==> config.mk <==
export PLATFORM = sky130hd
export DESIGN_NAME = fetch_sequencer
export DESIGN_NICKNAME = d
export VERILOG_FILES = /design/src/rtl/fetch_sequencer.sv
export SDC_FILE = /design/constraint.sdc
export NUM_CORES = 1
export LEC_CHECK = 0
export CORE_ASPECT_RATIO = 0.8
export CORE_MARGIN = 2
export CORE_UTILIZATION = 32
export DETAILED_ROUTE_END_ITERATION = 8
export RECOVER_POWER = 50
export SLEW_MARGIN = 20
export SYNTH_ARGS = -nofsm -noshare
export SYNTH_HDL_FRONTEND = slang
export SYNTH_SLANG_ARGS = --single-unit
==> constraint.sdc <==
create_clock -name clk -period 5 [get_ports clk]
set_clock_uncertainty 0.05 [all_clocks]
set_input_delay 1 -clock clk [delete_from_list [all_inputs] [get_ports clk]]
set_output_delay 1 -clock clk [all_outputs]
set_load 0.05 [all_outputs]
==> src/rtl/fetch_sequencer.sv <==
// Purpose : RV32I fetch program counter. Addresses a combinational instruction
//           memory and registers the returned word into a one-deep valid/ready
//           stage toward decode. Handles redirects and misaligned/out-of-range
//           fetch addresses; a bad address raises a sticky fault.
// Latency : The memory read and the output capture happen in the same cycle.
//           After reset, the first fetch is valid two edges after rst falls.
//           A redirect delivers its target one edge after it is sampled.
// Backpressure: With fetchValid=1 and fetchReady=0, the PC and the output
//           register hold, so the memory word stays stable. No fetch is dropped.
// Ports   : clk, rst (synchronous, active-high)
//           instructionAddress -> memory address (the current pc)
//           instruction        <- memory data (combinational)
//           redirectValid/redirectTarget <- branch or jump from execute
//           fetchValid/fetchReady/fetchInstr/fetchPC -> decode handshake
//           fault/faultAddress -> sticky fetch fault and the PC that caused it
module fetch_sequencer #(
  parameter logic [31:0] RESET_PC   = 32'h0000_0000,
  parameter int unsigned IMEM_BYTES = 256
) (
  input  logic        clk,
  input  logic        rst,
  output logic [31:0] instructionAddress,
  input  logic [31:0] instruction,
  input  logic        redirectValid,
  input  logic [31:0] redirectTarget,
  output logic        fetchValid,
  input  logic        fetchReady,
  output logic [31:0] fetchInstr,
  output logic [31:0] fetchPC,
  output logic        fault,
  output logic [31:0] faultAddress
);

  localparam logic [31:0] IMEM_LIMIT = 32'(IMEM_BYTES);

  typedef enum logic [1:0] {
    BOOT = 2'd0,
    RUN  = 2'd1,
    HALT = 2'd2
  } state_t;

  state_t      state;
  state_t      state_next;
  logic [31:0] pc;

  // The output register can take a new word when it is empty or is being
  // drained this cycle.
  logic advance;
  logic pc_illegal;

  // One-hot per-cycle actions, decoded by the output process.
  logic load_redirect;
  logic take_fault;
  logic take_fetch;

  assign instructionAddress = pc;
  assign advance            = !fetchValid || fetchReady;
  // Full 32-bit unsigned compare. A wrapped PC near 2^32 is out of range.
  assign pc_illegal         = (pc[1:0] != 2'b00) || (pc >= IMEM_LIMIT);

  // ---------------------------------------------------------------- state reg
  always_ff @(posedge clk) begin
    if (rst) begin
      state <= BOOT;
    end else begin
      state <= state_next;
    end
  end

  // --------------------------------------------------------------- next state
  always_comb begin
    state_next = state;
    case (state)
      BOOT: state_next = RUN;
      RUN: begin
        // A redirect takes priority and suppresses the fault check for the
        // PC that it replaces.
        if (!redirectValid && advance && pc_illegal) begin
          state_next = HALT;
        end
      end
      HALT:    state_next = HALT;
      default: state_next = BOOT;
    endcase
  end

  // ------------------------------------------------------------ output decode
  always_comb begin
    load_redirect = 1'b0;
    take_fault    = 1'b0;
    take_fetch    = 1'b0;
    case (state)
      BOOT: begin
        load_redirect = redirectValid;
      end
      RUN: begin
        if (redirectValid) begin
          load_redirect = 1'b1;
        end else if (advance) begin
          take_fault = pc_illegal;
          take_fetch = !pc_illegal;
        end
      end
      default: begin
        // HALT ignores redirect and ready. Only reset leaves it.
      end
    endcase
  end

  // ---------------------------------------------------------------- datapath
  always_ff @(posedge clk) begin
    if (rst) begin
      pc           <= RESET_PC;
      fetchValid   <= 1'b0;
      fetchInstr   <= 32'h0;
      fetchPC      <= 32'h0;
      fault        <= 1'b0;
      faultAddress <= 32'h0;
    end else if (load_redirect) begin
      // Squash any held word, even one that decode accepts on this edge.
      pc         <= redirectTarget;
      fetchValid <= 1'b0;
    end else if (take_fault) begin
      fault        <= 1'b1;
      faultAddress <= pc;
      fetchValid   <= 1'b0;
    end else if (take_fetch) begin
      fetchValid <= 1'b1;
      fetchInstr <= instruction;
      fetchPC    <= pc;
      pc         <= pc + 32'd4;
    end
  end

endmodule

==> impl_metrics.toml, run 1 <==
[run_status]
status = "finished, violations left"
violations = "capacitance limit, slew limit"

[worst_setup_path]
start_kind = "input pin"
path_buf_inv = 2
path_max_fanout = 89
r2r_start = "instructionAddress[14]"
startpoint = "rst"
cp-end-kind = "flop"
critPathMaxStageDelay_ps = 1650
crit_family = "buffers and inverters"
arrival_ps = 3780
crit_type = "input pin to flop"
path_cells = "clkbuf_1 -> buf_4 -> nand2b_1 -> mux2i_1"
crit_slowest_cell = "clkbuf_1"
required_ps = 5220

[route]
drt_first_pass_iters = 5
vias = 4971
vias_per_cell = 5.03
drt_wl_total_um = 16400
antenna_left = 0
wl_per_cell_um = 16.6
drc = 0
drt_iter0_drc = 317

[timing]
rsz0062_at_grt = "false"
max_slew_margin_pct = -58.1
worstMarginPinSlew_ps = 2370
setup_viol = 0
post-route-period-util_pct = 71.2
period_needed_ps = 3560
finalHoldViolations = 0
max_freq_ghz = 0.281
fin_setup_tns_ps = 0
drv_slew = 56
whs_ps = 391

[clock_network]
clock_latency_ps = 410
clk_pin_slew_ps = 60
hold_buffers = 0
htree_num_levels = 4
clockRootBuffer = "clkbuf_16"
cts_tree = "built"
cts_sinks = 132
postCtsSetupBuffers = 0
cts-resized-gates = 0
numCtsBuffers = 17
clockBufferDepth = 2

[yosys]
yosysTopAreaCell = "dfxtp_1"
netlist-cell-type-count = 41
synth_top_area_share_pct = 48.5
syn_area_sq_um = 5450
yosys_warnings = 0
yosysSeqAreaShare_pct = 48.5
syn_nets = 659
synth_area_leaders = "dfxtp_1 (48%), nand2b_1 (8.0%), a21oi_1 (6.2%)"
synth_top_cells_by_count = "dfxtp_1 (132), nand2b_1 (70), a21oi_1 (68), nand2_1 (57), nand4_1 (42)"
synthArstFlopShare_pct = 0
avgSynthCellArea_sq_um = 9.30
ys_ff_latch = 132
synth.most_common_cell = "dfxtp_1"
synthFlopType = "dfxtp_1"
synth_edf_count = 0
syn_inst = 586

[die]
die_w_um = 150
start_util_pct = 32.8
fp-row-count = 42
ios = 198
core_sq_um = 16600
die_y_um = 121
dieArea_sq_um = 18100

[global_route]
grt_pass1_wl_um = 25800
track_usage_pct = 18.1
grt.overflow.total = 0
grt_pass1_vias = 4760
antenna_found_initial = 0
grt_max_degree = 90

[cells_and_area]
nets = 828
area_delta_synth_final_pct = 48.1
fillerInstances = 1573
final_util_pct = 48.6
diodes = 0
drive_gt1_share_pct = 7.16
final_area_sq_um = 8070

[power_and_ir_drop]
p_per_area_nw_per_um2 = 431
peakVddDrop_v = 0.000217
leakage_uw = 0.00308
finalPower_uw = 3480

[placed_design]
placed_area_sq_um = 7530
io_buffers = 197
dpl.hpwl_um = 11000
routabilityCongestion = 0.771

[min_path]
min_path_type = "flop to flop"
hp-start = "fault"

[job]
drv_cap = 1
cells by family (layout without fill, tap and decap cells):
kind of cell | after synthesis | in the layout | synth area share (%)
buffers and inverters | 61 | 243 | 5.14
flip-flops | 132 | 132 | 48.5
multiplexers | 34 | 34 | 6.24
AND/OR/NAND/NOR | 226 | 226 | 24.1
adder cells (fa/ha/maj) | 5 | 5 | 1.15
AO/OA/AOI/OAI | 128 | 128 | 14.9
cell usage in the layout, fill, tap and decap left out, types with 5 or more instances in the layout:
master and count:
dfxtp_1 132, buf_4 7, and2_1 28, a21oi_1 67, dlygate4sd3_1 91, nor4_2 5
clkinv_4 5, nor2_1 5, inv_1 6, o31ai_1 40, nand2b_1 70, mux2i_1 34
nand2_1 57, ha_1 5, clkbuf_16 17, clkdlybuf4s50_1 105, nand4_1 42
worst paths after layout:
path	end	slack [ps]	cells past startpoint
max	faultAddress[15]	1440	4
min	fault	390	2
max reg2reg	fetchPC[24]	2070	4
min reg2reg	fault	390	2
cell type report:
| class | instances | area, sq um | area share, % |
|---|---|---|---|
| clock inverters | 15 | 125 | 1.55 |
| flip-flops and latches | 132 | 2640 | 32.7 |
| clock buffers | 17 | 425 | 5.27 |
| well taps | 220 | 275 | 3.41 |
| repair buffers | 205 | 2030 | 25.2 |
| inverters | 6 | 22.5 | 0.279 |
| multi-input cells | 393 | 2550 | 31.6 |
layer usage:
layer	wire length, um	part of all wire (%)	GRT usage, %	vias to the layer above
met1	7590	46	24.9	2346
met4	197	1.2	5.96	0
met2	7280	45	26.9	191
li1	-	-	-	2418
met5	0	0	0	-
met3	1290	7.9	5.66	16
per-stage QoR:
stage          std cells  worst slack (ps)
2_1_floorplan        586              2740
3_3_place_gp         955              1810
3_5_place_dp         956              1760
4_1_cts              988              2110
5_1_grt              988              1160
6_report             988              1440
state kept, by name, indices dropped and copies added (netlist names):
name,cells
fetchValid,1
faultAddress,32
fault,1
fetchPC,32
instructionAddress,32
fetchInstr,32
state,2
report_power, final:
part	total, uW	internal, uW	switching (uW)
Sequential	1210	1130	87.1
Clock	1140	644	500
Combinational	1120	326	795
Total	3480	2100	1380
worst register-to-register path: cells and delay by family (launching register included):
kind	cells	cell delay, ps
AND/OR/NAND/NOR	3	1820
AO/OA/AOI/OAI	1	610
flip-flops	1	340
Power figures use the tool's default switching activity.
==> run 2: changes to the inputs <==
==> constraint.sdc (replaced) <==
create_clock -name clk -period 3.3 [get_ports clk]
set_clock_uncertainty 0.05 [all_clocks]
set_input_delay 0.66 -clock clk [delete_from_list [all_inputs] [get_ports clk]]
set_output_delay 0.66 -clock clk [all_outputs]
set_load 0.05 [all_outputs]
==> run 2 against run 1 <==
  * The flow still finishes with violations (capacitance limit, slew limit)
  * Clock power rose by 67%
  * Largest power group is now clock
  * Combinational power rose by 54%
  * Critical path depth rose by 1
  * Worst setup slack got worse by 930 ps
  * Die area did not move
  * Total power rose by 57%
==> impl_metrics.toml, run 2 (synthesized netlist as in run 1, its figures left out) <==
[route]
wl_per_cell_um = 16.4
routed.top_layer = "met4"
wl_met3_um = 1270
drt_first_pass_iters = 5
wl_met2_um = 7240
vias = 4994
drc = 0
drt_wl_total_um = 16300
antenna_left = 0
wl_met1_um = 7530
drt_iter0_drc = 283
vias_per_cell = 5.02

[timing]
period_needed_ps = 2790
drv_slew = 21
rsz0062_at_grt = "false"
max_freq_ghz = 0.359
post-route-period-util_pct = 84.4
worstMarginPinSlew_ps = 1580
whs_ps = 401
setup_viol = 0
fin_setup_tns_ps = 0
max_slew_margin_pct = -6.23
setup_ws_ps = 513
finalHoldViolations = 0

[die]
ios = 198
fp-row-count = 42
die_y_um = 121
core_sq_um = 16600
dieArea_sq_um = 18100
die_w_um = 150
start_util_pct = 32.8

[placed_design]
dp_cells = 962
io_buffers = 197
dpl.hpwl_um = 11200
pre_cts_slack_ps = 713
routabilityCongestion = 0.811

[worst_setup_path]
path_max_fanout = 47
crit_family = "simple AND/OR/NAND/NOR gates"
crit_slowest_cell = "clkbuf_2"
start_kind = "flop"
cp-end-kind = "flop"
crit_cells = 5
crit_type = "flop to flop"
reg2regPathDepth = 5
arrival_ps = 3040
path_cells = "nor4_1 -> and4_2 -> clkbuf_2 -> nand3_2 -> a211o_1"
required_ps = 3550
critPathMaxStageDelay_ps = 790
path_buf_inv = 1

[cells_and_area]
regArea_sq_um = 2640
nets = 834
multiInputGateArea_sq_um = 2530
stdcell_count = 994
layout_common_cells = "clkdlybuf4s50_1 (148), dfxtp_1 (132), nand2b_1 (70), a21oi_1 (67), nand2_1 (57)"
diodes = 0
area_delta_synth_final_pct = 49.6
drive_gt1_share_pct = 7.36
final_common_cell = "clkdlybuf4s50_1"
fillerInstances = 1526

[clock_network]
hold_buffers = 0
clockBufferDepth = 2
cts-resized-gates = 0
cts_sinks = 132
numCtsBuffers = 17
clk_pin_slew_ps = 60
clockRootBuffer = "clkbuf_16"
clock_latency_ps = 420
postCtsSetupBuffers = 0
cts_tree = "built"
htree_num_levels = 4

[global_route]
grt_pass1_vias = 4847
grt_max_degree = 55
track_usage_pct = 17.8
grt.overflow.total = 0
antenna_found_initial = 0
grt_pass1_wl_um = 25300

[power_and_ir_drop]
p_per_area_nw_per_um2 = 670
peakVddDrop_v = 0.000378
finalPower_uw = 5470
leakage_uw = 0.00297

[run_status]
violations = "capacitance limit, slew limit"
status = "finished, violations left"

[min_path]
worstHoldPathCells = 2
min_path_type = "flop to flop"

[job]
drv_cap = 1
## run 2: path summary, 6_finish.rpt
check	slack [ps]	startpoint	end
worst max-delay path	510	instructionAddress[14]	instructionAddress[6]
worst min-delay path	400	fault	fault
worst max register to register	510	instructionAddress[14]	instructionAddress[6]
worst min register to register	400	fault	fault
## run 2: layout make-up
| cell class | instances | area share, % |
|---|---|---|
| sequential | 132 | 32.4 |
| multi-input combinational | 393 | 31.0 |
| timing repair buffer | 211 | 25.6 |
| clock buffer | 17 | 5.22 |
| tap | 220 | 3.38 |
| clock inverter | 15 | 2.13 |
| inverter | 6 | 0.276 |
## run 2: routing by layer
layer / global-route usage, % / vias up
met5: 0 / -
met4: 6.96 / 0
met3: 5.21 / 21
met2: 26.9 / 196
met1: 24.0 / 2350
li1: - / 2427
## run 2: worst reg2reg max path: stages, from the launching register on
cell,delay (ps)
dfxtp_1,340
nor4_1,520
and4_2,360
clkbuf_2,790
nand3_2,280
a211o_1,330
## run 2: power breakdown
part	total [uW]	internal [uW]	switching [uW]	leakage, uW
clock	1900	1130	769	0.000281
sequential	1830	1710	122	0.00107
combinational	1730	525	1210	0.00162
## run 2: through the flow
step / cell area (sq um) / utilization (%)
after detailed placement: 7580 / 45.6
after global placement: 7580 / 45.6
after CTS: 8180 / 49.2
after global routing: 8150 / 49.1
after floorplan: 5450 / -
final: 8150 / 49.1
==> RTL change, RTL diff (settings of run 2) <==
Encoding of `state_t`: now one-hot (3 bits for 3 states).
--- a/src/rtl/fetch_sequencer.sv
+++ b/src/rtl/fetch_sequencer.sv
@@ -34,8 +34,8 @@
   localparam logic [31:0] IMEM_LIMIT = 32'(IMEM_BYTES);
 
-  typedef enum logic [1:0] {
-    BOOT = 2'd0,
-    RUN  = 2'd1,
-    HALT = 2'd2
+  typedef enum logic [2:0] {
+    BOOT = 3'b001,
+    RUN  = 3'b010,
+    HALT = 3'b100
   } state_t;
 
Check against the original RTL: same outputs for any inputs over 4 cycles, from zero or initial values and one cycle with rst high; so few cycles prove little.
==> RTL change against run 2 <==
  * Worst setup slack better by 0.086 ns
  * Global-route usage about the same
  * Total power down 7.5%
  * Largest power group is now sequential cells
  * Sequential cell count up 1
  * Routed wire length down 14%
  * Cell area down 8.7%
  * Area after synthesis down 13%
==> RTL change: results (changes against run 2) <==
[hold_path]
hold_start=fault
hold_depth=2  ; unchanged
min_to=fault
hp-class=register to register

[cts]
cts_setup_buffers=0  ; unchanged
clk_latency_ns=0.41
cts_buffers=17  ; unchanged
clockBufferDepth=2  ; unchanged
clk_pin_slew_ns=0.05

[worst_setup_path]
crit_family=buffers and inverters
cp_slowest_cell=clkbuf_1
reg2reg_slack_ns=0.75  ; +0.24 ns
critical_path.startpoint=redirectValid
critPathMaxFanout=27  ; -43%
reg2reg_from=state[0]
regToRegEndpoint=instructionAddress[22]
slowest_delay_ns=1.00  ; +0.21 ns
cp.arrival_ns=2.99  ; -0.05 ns

[timing]
worst_pin_slew_ns=1.32  ; -0.267 ns
fin_hold_ws_ns=0.391  ; -0.00976 ns
drv_slew=0  ; -100%
fin_crit_sh=0.818  ; -0.0261

[grt]
antenna_found_initial=1  ; +1
grt_util_met2=0.275  ; +0.00576
globalRouteTotalUtil=0.179  ; +0.000468
use_met3=0.0787  ; +0.0266
grt.busiest_layer=met2
grt_pass1_vias=4236  ; -13%
grt_pass1_wl_mm=22.2  ; -12%
globalRouteMet1Util=0.222  ; -0.0174
grt_start_max_net_pins=47  ; -15%

[place]
place.gp.congestion=0.720  ; -11%
place_worst_setup_slack_ns=0.567  ; -0.146 ns
dpl.cell_count=877  ; -8.8%
place_area_sq_um=6890  ; -9.1%
port_buffers=197  ; unchanged
hpwl_mm=9.75  ; -13%

[yosys]
avgSynthCellArea_sq_um=9.07  ; -2.5%
ys_top_cells_by_area=dfxtp_1 56%, nand2_1 11%, a21oi_1 7.2%, mux2i_1 6.7%, and3_1 3.9%
async_flop_share=0  ; unchanged
ys.flop_type=dfxtp_1
synth_seq_area_share=0.560  ; +0.0756
yosysUniqueCellTypes=37  ; -9.8%
ys_warn_count=0  ; unchanged
yosys-top-cells-count=136 x nand2_1, 133 x dfxtp_1, 68 x a21oi_1
syn_nets=594  ; -9.9%

[run_status]
status=completed

[power_and_ir_drop]
leakagePower_nw=3.24  ; +8.9%
ir_drop_mv=0.350  ; -7.3%

[final_layout]
fillerInstances=1303  ; -15%
drive_above_1_share=0.0624  ; -0.0112
n_antenna_cell=0  ; unchanged
nets=782  ; -6.2%

[route]
viasPerCell=4.72  ; -6.1%
dr.pass1.iters=4  ; -1
dr.first_iter.drc_count=199  ; -30%
wirelength_mm=14.0  ; -14%
routedWlPerCell_um=15.5  ; -5.6%

-- RTL change: cell count changes after synthesis, moves of 29 or more --
cell,before,now
nand2b_1,70,2
nand4_1,42,0
and3_1,1,30
o31ai_1,40,0
nor2_1,5,36
nand2_1,57,136
-- RTL change: metal layers --
metal  part of all wire  vias to the layer above
met5            0.00093                        -
met4              0.011                        2
met3              0.097                       13
met2               0.44                      140
met1               0.45                     1991
li1                   -                     2125
-- RTL change: cells by family (layout without fill, tap and decap cells) --
| family | count (synthesis) | after routing | share of synthesized area |
|---|---|---|---|
| xor gates and xnor gates | 2 | 2 | 0.00369 |
| and+or+nand+nor | 229 | 229 | 0.229 |
| DFF | 133 | 133 | 0.560 |
| muxes | 32 | 32 | 0.0674 |
| buffers and inverters | 40 | 237 | 0.0355 |
| AOI/OAI and AO/OA | 86 | 86 | 0.0990 |
| adders and majority gates | 2 | 2 | 0.00527 |
-- RTL change: area by class of cell --
| class | count | area [sq um] | area share |
|---|---|---|---|
| flip-flops and latches | 133 | 2660 | 0.358 |
| repair buffers | 204 | 2040 | 0.274 |
| multi-input cells | 351 | 1930 | 0.259 |
| clock buffers | 23 | 488 | 0.0656 |
| well taps | 184 | 230 | 0.0309 |
| clock inverters | 5 | 75.1 | 0.0101 |
| inverters | 5 | 18.8 | 0.00252 |
-- RTL change: worst register-to-register path, delay by kind of cell, from the launching register on --
| family | cells | cell delay (ns) |
|---|---|---|
| AO/OA/AOI/OAI | 1 | 0.17 |
| flip-flops | 1 | 0.42 |
| buffers and inverters | 1 | 1.01 |
| AND/OR/NAND/NOR | 2 | 0.58 |
| XOR/XNOR | 1 | 0.25 |
-- RTL change: report_power, final --
| group | switching, mW | internal [mW] |
|---|---|---|
| logic | 0.870 | 0.486 |
| registers | 0.167 | 1.73 |
| clock network | 0.632 | 1.17 |
